--- src/rtl/ahb_arbiter.sv ---
// ahb_arbiter: round-robin AHB-2 bus arbiter with bus locking, SPLIT masking, dummy master and per-tenure beat limit
// Ports:
//   i_hclk, i_hreset_n        AHB clock, asynchronous active-low reset
//   i_hbusreq, i_hlock        per-master bus / lock request (bit i = master ID i+1)
//   i_hready, i_htrans        shared HREADY, muxed HTRANS of the address-phase owner
//   i_hresp, i_hsplit         shared HRESP, OR of slave HSPLITx (bit k = master ID k)
//   o_hgrant                  one-hot grant (bit i = master ID i+1), zero while the dummy master owns the bus
//   o_hmaster, o_hmastlock    address-phase owner ID and its lock flag
module ahb_arbiter #(
    parameter int NUM_MASTERS    = 4,
    parameter int DEFAULT_MASTER = 1,
    parameter int MAX_BEATS      = 16
) (
    input  logic                   i_hclk,
    input  logic                   i_hreset_n,
    input  logic [NUM_MASTERS-1:0] i_hbusreq,
    input  logic [NUM_MASTERS-1:0] i_hlock,
    input  logic                   i_hready,
    input  logic [1:0]             i_htrans,
    input  logic [1:0]             i_hresp,
    input  logic [15:0]            i_hsplit,
    output logic [NUM_MASTERS-1:0] o_hgrant,
    output logic [3:0]             o_hmaster,
    output logic                   o_hmastlock
);
    localparam logic [3:0] DEF_ID = 4'(DEFAULT_MASTER);
    localparam logic [4:0] NM5    = 5'(NUM_MASTERS);
    // Nine bits so that a limit of 256 beats is representable
    localparam logic [8:0] MAX_B  = 9'(MAX_BEATS);

    logic [3:0]             gnt_id_q, gnt_id_d, hmaster_q, hmaster_d;
    logic [3:0]             dp_master_q, dp_master_d, last_id_q, last_id_d;
    logic                   hmastlock_q, hmastlock_d;
    logic [NUM_MASTERS-1:0] split_mask_q, split_mask_d;
    logic [8:0]             beat_cnt_q, beat_cnt_d;
    logic [NUM_MASTERS-1:0] gnt_oh, set_vec, mask_eff, elig, rot;
    logic [4:0]             rr_off, rr_sum;
    logic [3:0]             rr_id, park_id, next_id;
    logic                   lock_hold, retain, unused_ok;

    function automatic logic [NUM_MASTERS-1:0] onehot(input logic [3:0] id);
        return (id == 4'd0) ? '0 : NUM_MASTERS'(1) << (id - 4'd1);
    endfunction

    always_comb begin
        gnt_oh       = onehot(gnt_id_q);
        // A SPLIT completing this edge already excludes its master from this edge's decision
        set_vec      = (i_hresp == 2'd3 && i_hready && dp_master_q != 4'd0) ? onehot(dp_master_q) : '0;
        mask_eff     = split_mask_q | set_vec;
        elig         = i_hbusreq & ~mask_eff;
        // Bit j of rot is the eligibility of ID last_id+1+j, wrapped over 1..NUM_MASTERS
        rot          = NUM_MASTERS'({elig, elig} >> last_id_q);
        rr_off       = '0;
        for (int k = NUM_MASTERS - 1; k >= 0; k--) if (rot[k]) rr_off = 5'(k);
        rr_sum       = 5'(last_id_q) + rr_off + 5'd1;
        rr_id        = 4'((rr_sum > NM5) ? rr_sum - NM5 : rr_sum);
        lock_hold    = (gnt_id_q != 4'd0) && ((|(gnt_oh & i_hlock)) || hmastlock_q) && !(|(gnt_oh & mask_eff));
        retain       = (|(gnt_oh & elig)) && (beat_cnt_q < MAX_B);
        park_id      = (DEF_ID != 4'd0 && !(|(onehot(DEF_ID) & mask_eff))) ? DEF_ID : 4'd0;
        next_id      = (lock_hold || retain) ? gnt_id_q : (|elig) ? rr_id : park_id;
        gnt_id_d     = i_hready ? next_id : gnt_id_q;
        last_id_d    = (gnt_id_d != gnt_id_q && gnt_id_d != 4'd0) ? gnt_id_d : last_id_q;
        beat_cnt_d   = (gnt_id_d != gnt_id_q) ? 9'd0
                     : (i_hready && i_htrans[1] && hmaster_q == gnt_id_q && beat_cnt_q < MAX_B) ? beat_cnt_q + 9'd1
                     : beat_cnt_q;
        hmaster_d    = i_hready ? gnt_id_q : hmaster_q;
        dp_master_d  = i_hready ? hmaster_q : dp_master_q;
        hmastlock_d  = i_hready ? |(gnt_oh & i_hlock) : hmastlock_q;
        // Set wins over a same-cycle release
        split_mask_d = (split_mask_q & ~i_hsplit[NUM_MASTERS:1]) | set_vec;
    end

    always_ff @(posedge i_hclk or negedge i_hreset_n) begin
        if (!i_hreset_n) begin
            gnt_id_q     <= DEF_ID;
            hmaster_q    <= DEF_ID;
            last_id_q    <= DEF_ID;
            dp_master_q  <= 4'd0;
            hmastlock_q  <= 1'b0;
            split_mask_q <= '0;
            beat_cnt_q   <= 9'd0;
        end else begin
            gnt_id_q     <= gnt_id_d;
            hmaster_q    <= hmaster_d;
            last_id_q    <= last_id_d;
            dp_master_q  <= dp_master_d;
            hmastlock_q  <= hmastlock_d;
            split_mask_q <= split_mask_d;
            beat_cnt_q   <= beat_cnt_d;
        end
    end

    assign o_hgrant    = gnt_oh;
    assign o_hmaster   = hmaster_q;
    assign o_hmastlock = hmastlock_q;
    // HSPLIT bit 0, bits above NUM_MASTERS and HTRANS[0] carry no arbitration meaning
    assign unused_ok   = ^{i_hsplit, i_htrans[0]};
endmodule

--- config.mk ---
export PLATFORM = sky130hd
export DESIGN_NAME = ahb_arbiter
export DESIGN_NICKNAME = d
export VERILOG_FILES = /design/src/rtl/ahb_arbiter.sv
export SDC_FILE = /design/constraint.sdc
export NUM_CORES = 1
export LEC_CHECK = 0
export ABC_AREA = 1
export CORE_UTILIZATION = 50
export DETAILED_ROUTE_END_ITERATION = 7
export GPL_ROUTABILITY_DRIVEN = 0
export PLACE_DENSITY_LB_ADDON = 0.25
export SETUP_SLACK_MARGIN = 0.4
export SLEW_MARGIN = 40
export SYNTH_ARGS = -nofsm -noshare
export SYNTH_HDL_FRONTEND = slang
export SYNTH_SLANG_ARGS = --single-unit
export TNS_END_PERCENT = 5
--- constraint.sdc ---
create_clock -name i_hclk -period 6.44 [get_ports i_hclk]
set_input_delay 0.966 -clock i_hclk [delete_from_list [all_inputs] [get_ports i_hclk]]
set_output_delay 0.966 -clock i_hclk [all_outputs]
set_load 0.03 [all_outputs]
==> results of run 1 <==
[placed cells by master (no fill, tap or decap), types with 2 or more instances in the layout]
cell type          n
a21oi_2            4
a31oi_1            2
clkbuf_8           6
clkdlybuf4s50_1   26
dfrtp_1           27
dfstp_2            3
ha_1               6
inv_1             51
inv_2              4
nand2_1          101
nand2_2            5
nand2_4            2
nand3_1           23
nand3_2            5
nand4_1            9
nor2_1            17
nor2_2            13
nor2_4             5
o211ai_1           2
o21ai_0           19
o21ai_1            2
o22ai_1            2
xor2_1             3
[synth_stat cells, types with 3 or more instances]
cell | count | area [µm²]
nand3_2 | 5 | 50.1
a21oi_2 | 4 | 35.0
nor2_4 | 5 | 56.3
dfstp_2 | 3 | 78.8
inv_2 | 4 | 15.0
nand4_1 | 9 | 56.3
ha_1 | 6 | 75.1
xor2_1 | 3 | 26.3
nand3_1 | 23 | 115
o21ai_0 | 19 | 95.1
nand2_1 | 101 | 379
nor2_1 | 17 | 63.8
nor2_2 | 13 | 81.3
inv_1 | 51 | 191
dfrtp_1 | 27 | 676
nand2_2 | 5 | 31.3
[area by class of cell]
type,instances,area share
multi-input combinational,230,0.465
sequential,30,0.286
timing repair buffer,27,0.102
inverter,56,0.0797
clock buffer,7,0.0327
tap,50,0.0237
clock inverter,1,0.0114
[cell families after synthesis]
logic type | synth area share
muxes | 0.00450
DFF | 0.339
buffers and inverters | 0.110
adders and majority gates | 0.0427
AOI/OAI and AO/OA | 0.0945
and+or+nand+nor | 0.393
xor gates and xnor gates | 0.0158
[power by group]
group / switching, mW / total, mW / internal (mW)
Combinational: 0.668 / 1.01 / 0.343
Clock: 0.0722 / 0.198 / 0.126
Sequential: 0.0676 / 0.321 / 0.253
[layer usage]
layer	up-vias	part of all wire
met5	-	0
met4	0	0.012
met3	4	0.036
met2	32	0.46
met1	905	0.49
li1	1070	-
[worst min-delay path, stage by stage (launching register included)]
cell and delay, ns:
dfrtp_1 0.32, inv_1 0.05, nor2_2 0.09
[state kept, by name, summed over array words and instances (netlist names)]
name	cells
beat_cnt_q	9
o_hmaster	4
last_id_q	4
gnt_id_q	4
o_hmastlock	1
split_mask_q	4
dp_master_q	4
[final timing paths]
check	start	end	slack [ns]	cells after the start
worst max-delay path	i_hready	last_id_q[2]$_DFFE_PN0P_	1.26	32
worst min-delay path	beat_cnt_q[8]$_DFFE_PN0P_	beat_cnt_q[8]$_DFFE_PN0P_	0.50	2
worst max register to register	dp_master_q[0]$_DFFE_PN0P_	last_id_q[2]$_DFFE_PN0P_	1.94	32
worst min register to register	beat_cnt_q[8]$_DFFE_PN0P_	beat_cnt_q[8]$_DFFE_PN0P_	0.50	2
max in group asynchronous	i_hreset_n	last_id_q[0]$_DFFE_PN1P_	5.04	2
min in group asynchronous	i_hreset_n	dp_master_q[2]$_DFFE_PN0P_	1.07	2
[through the flow]
stage,hold WS [ns],setup WS [ns],cell area (µm²)
floorplan,0.465,2.33,2220
global placement,0.477,1.05,2520
detailed placement,0.486,0.958,2520
CTS,0.503,1.25,2640
global route,0.537,0.611,2640
finish,0.498,1.26,2640
==> results.md, run 1 <==
- The number of buffers added for setup after CTS is 0.
- The design draws 1.53 mW.
- The number of antenna violations at the first check in global routing is 0.
- The async set-reset flop share out of synthesis is 1.00.
- The total nets after synthesis is 358.
- In this run, the number of DRC markers left after iteration 0 of detailed routing was 78.
- Yosys printed 0 warnings.
- The kind of cell with the highest combined delay along the critical path is simple AND/OR/NAND/NOR gates.
- Summed over all layers, the routed wires come to 4730 µm.
- The endpoint class of the critical path is a register.
- The met3 layer usage reported by global route is 0.0444.
- Before antenna repair, the detailed router went through 4 iterations.
- The area of the core region is 0.00414 mm².
- The total overflow left after global routing is 0.
- The level count of the clock H-tree is 2.
- In this run the static leakage power is 1.33 nW.
- For this run, the total global-route usage over all layers was measured as 0.224.
- The required time reported for the critical path endpoint is 6.61 ns.
- After global routing, the most crowded layer is met2.
- The number of inserted diodes is 0.
- Excluding fillers, the count of instances in the completed layout stands at 401.
- The buffer depth of the longest clock path is 2.
- On the worst path, the slowest cell contributes a delay of 0.79 ns.
- The actual slew at the worst max-slew pin is 0.555 ns.
- In this run the clock root is driven by a clkbuf_8.
- Counting flops and latches in the post-synthesis netlist gives 30.
- The number of clock buffers inserted by TritonCTS is 5.
- In the finished design, the share of the clock period the worst path needs comes to 0.805.
- The area taken by flip-flops and latches is 754 µm².
- The total power per unit cell area is 580 mW/mm².
- The synthesized design contains 0 enable-type register cells.
- At the end of the flow the core is filled with cells to 0.636.
- The critical path contains buffers and inverters numbering 5 combined.
- The CTS tree is yes.
- The maximum fanout along the worst path is 16.
- The maximum number of pins on one net before global-route repair is 31.
- The slowest stage of the critical path belongs to the cell clkdlybuf4s50_1.
- The category of the worst setup path launch point is an input pin.
- Once detail routing completed, the nets flagged for antenna violations numbered 0.
- The final-report setup violation count is 0.
- For this configuration, the core starts out at a cell density of 0.537.
- The first global-routing pass estimated 7740 µm of wire.
- The area growth from synthesis to layout is 18.5%.
- The most frequent cell on the critical path is nand2_1.
- Measured along the x axis, the die boundary spans 68.7 µm.
- The net total in the final layout is 388.
- The met1 routing resource usage after global routing is 0.284.
- The cell count after synthesis came out at 320.
- The category of the most critical setup path is input pin to register.
- The clock period minus worst slack is 5.18 ns.
- The I/O pin count is 40.
- The headroom to the max-slew limit is 0.620.
- The endpoint arrival time on the critical path is 5.36 ns.
- The filler cell count is 396.
- The share of the Yosys chip area taken by registers is 0.339.
- Setup repair after global routing left no endpoint under its margin.
- The number of max-cap violations is 0.
- The worst setup skew after layout is 0.00364 ns.
- The worst hold-check path type is register to register.
- After clock tree synthesis, the clock-pin slew on the worst setup and hold paths is 0.07 ns.
- The number of pins exceeding their max-slew limit in the final report is 0.
- The synthesized area per cell is 6.95 µm².
- The cell area after synthesis is 0.00222 mm².
- The multi-input logic area is 0.00122 mm².
- The maximum ir drop on the vdd rail is 0.301 mV.
- The floorplan step defined a die boundary enclosing 0.00472 mm².
- After detailed routing, the number of remaining DRC violations is 0.
- For this run, the top clock speed supported by timing is 193 MHz.
- The number of I/O port buffers is 26.
- The routed layout has 2,011 vias.
- The post-cts sizing count is 0.
- For the worst-skew pair, the clock arrives at the later sink with an insertion delay of 0.28 ns.
- Measured along the y axis, the die boundary spans 68.7 µm.
- The average wire per standard cell is 11.8 µm.
- The global-route track usage on met2 is 0.379.
- The run finished with clean final reports.
- The via count of the first global-routing pass is 1,823.
- Including well taps, the total number of placed cells is 393.
- The final hold violation count is 0.
- The leading register cell type out of synthesis is dfrtp_1.
- Hold repair after CTS inserted 0 buffers.
- The placement row count is 23.
- Summed over all nets, the half-perimeter wirelength after detailed placement is 3640 µm.
- In the routed layout, each cell is associated on average with a via count of 5.01.
- The fraction of layout cells with a size suffix above 1 is 0.142.
- In the final timing run, aggregate negative setup slack is 0 ns.
- For this design, the sink count on the clock tree is 30.
- The number of different library cells used by synthesis comes to 36.
No activity file was read; power rests on OpenSTA's default activity.
==> run 2, diff against run 1 <==
- clock period: 6.44 -> 5 ns (I/O delays scaled with it)
==> results.md, run 2 (synthesis results as in run 1) <==
- The endpoint class of the critical path is a register.
- For the worst flop-to-flop path, the logic depth is 34.
- STA classifies the critical path startpoint as a register.
- The number of flip-flops in the largest register is 9.
- TritonCTS created 5 clock buffers.
- The first-iteration detailed-routing DRC count is 98.
- The actual slew at the worst max-slew pin is 0.524 ns.
- STA puts the critical path data arrival time at 4.55 ns.
- The run finished with clean final reports.
- Entering global routing, the biggest net connects 31 pins.
- The number of nets still failing antenna checks after routing is 0.
- The number of max-cap violations is 0.
- In the finished design, the share of the clock period the worst path needs comes to 0.866.
- The number of antenna diodes in the final layout is 0.
- Relative to the synthesized area, the layout overhead comes to 30.4%.
- The area of the core region is 0.00414 mm².
- In this run the cell area measured after placement is 0.00253 mm².
- The library cell used most frequently in the layout, excluding fill and tap cells, is nand2_1.
- For this run the aggregate overflow at the end of global routing stands at 0.
- The category of the most critical setup path is register to register.
- The fraction of layout cells with a size suffix above 1 is 0.247.
- The setup check on the worst reg-to-reg path leaves a slack of 0.67 ns.
- The buffer depth of the longest clock path is 2.
- In the routed layout, each cell is associated on average with a via count of 5.17.
- The via count of the first global-routing pass is 1,860.
- For the final routed database, the setup TNS stands at 0 ns.
- For this configuration, the core starts out at a cell density of 0.537.
- More flip-flops sit in one register than any other, and that register is beat_cnt_q.
- The utilization after layout is 0.700.
- The final hold violation count is 0.
- The I/O pin count is 40.
- In the routed design, unresolved DRC markers number 0.
- The startpoint of the worst setup timing path is dp_master_q[0]$_DFFE_PN0P_.
- The library cell used as clock root buffer is clkbuf_8.
- The start point of the worst min-delay path is beat_cnt_q[8]$_DFFE_PN0P_.
- Setup repair after global routing left no endpoint under its margin.
- The top cell types in the final layout, fill and taps aside, are nand2_1 (93), inv_1 (48), dfrtp_1 (27).
- The die span in x is 68.7 µm.
- The H-tree generated during clock tree synthesis spans 2 levels.
- The overall global routing resource usage is 0.227.
- The clock input transition at the sequential cells of the worst setup and hold paths is 0.07 ns.
- The worst pin sits at a relative slew slack of 0.642.
- The analysis attributes to cell leakage a power of 1.43 nW.
- Counting instances, the worst hold path has a depth of 2.
- The number of pins exceeding their max-slew limit in the final report is 0.
- Data on the critical path is required at its endpoint by 5.22 ns.
- The maximum fanout along the worst path is 5.
- Once layout is done, the placed cells without fillers occupy 0.00290 mm².
- The placement row count is 23.
- In this run the tool buffered the top-level ports with 26 buffer cells.
- The number of antenna violations at the first check in global routing is 0.
- The die covers 0.00472 mm².
- The filler cell count is 329.
- Across the VDD grid, the largest voltage drop is 0.600 mV.
- Counting every sink on the clock net gives 30.
- The detailed-routing iteration count for the pre-antenna-repair pass is 4.
- TritonCTS built the clock tree.
- The cell at the slowest stage of the critical path is dfrtp_1.
- Between clock sinks in the finished design, the worst skew comes to 0.00596 ns.
- The average wire per standard cell is 12.6 µm.
- Power spread over the standard cell area amounts to 843 mW/mm².
- The worst hold-check path type is register to register.
- The worst stage delay on the critical path is 0.39 ns.
- The clock network latency to the later pin of the worst-skew pair is 0.29 ns.
- The count of vias placed by the detailed router is 2,139.
- The final-report setup violation count is 0.
- The wire-length estimate of the detail-placed layout is 3680 µm.
- The die height is 68.7 µm.
- The worst path needs 4.33 ns of the cycle, external delays included.
- The final layout contains 401 nets.
- The wire length reported by the detailed router is 5220 µm.
- The launching point of the worst reg2reg path is dp_master_q[0]$_DFFE_PN0P_.
- The capture instance of the worst register-to-register path is beat_cnt_q[4]$_DFFE_PN0P_.
- The endpoint of the worst hold path is beat_cnt_q[8]$_DFFE_PN0P_.
- The highest clock frequency the design can meet is 231 MHz.
- Counting stages on the worst path, the most repeated cell is nor2_4.
- The first global-routing pass estimated 7890 µm of wire.
## run 2: how the worst max path moves through the flow
stage | to | slack [ns]
2_1_floorplan | last_id_q[3]$_DFFE_PN0P_ | 1.09
3_3_place_gp | last_id_q[1]$_DFFE_PN0P_ | 0.18
3_5_place_dp | last_id_q[1]$_DFFE_PN0P_ | 0.10
4_1_cts | last_id_q[0]$_DFFE_PN1P_ | 0.42
5_1_grt | last_id_q[1]$_DFFE_PN0P_ | 0.33
6_report | beat_cnt_q[4]$_DFFE_PN0P_ | 0.67
## run 2: metrics by stage
stage          total power, mW  setup WS (ns)  std cells  hold slack [ns]
2_1_floorplan             1.50           1.09        320            0.454
3_3_place_gp              1.69          0.181        394            0.477
3_5_place_dp              1.72          0.100        394            0.483
4_1_cts                   2.00          0.423        402            0.501
5_1_grt                   2.69          0.328        414            0.509
6_report                  2.45          0.669        414            0.497
## run 2: repair_timing
| action | in CTS | in global routing |
|---|---|---|
| endpoints found under the hold margin | 0 | 0 |
| gates cloned | 0 | 1 |
| resized for setup | 3 | 43 |
| setup endpoints to repair | 4 | 13 |
| hold buffers | 0 | 0 |
| buffers inserted | 0 | 11 |
| pin swaps | 0 | 19 |
## run 2: metal layers
layer	global-route usage	share of wire
met5	0	0
met3	0.0510	0.043
met4	0.0612	0.0086
met2	0.387	0.48
met1	0.288	0.47
## run 2: layout make-up
class | count | area [µm²] | area share
timing repair buffer | 39 | 378 | 0.130
sequential | 30 | 754 | 0.260
clock buffer | 6 | 82.6 | 0.0285
clock inverter | 2 | 12.5 | 0.00431
multi-input combinational | 231 | 1400 | 0.483
inverter | 56 | 210 | 0.0724
tap | 50 | 62.6 | 0.0216
## run 2: worst max-delay path: cells and delay by family (launching register included)
family / cells / cell delay [ns]
and+or+nand+nor: 16 / 1.48
adders and majority gates: 4 / 0.92
AOI/OAI and AO/OA: 6 / 0.77
buffers and inverters: 7 / 0.56
DFF: 1 / 0.39
xor gates and xnor gates: 1 / 0.16
## run 2: power by group
group,internal [mW],leakage (nW),switching [mW]
registers,0.326,0.382,0.0927
clock network,0.110,0.0472,0.0968
logic,0.762,1.00,1.06
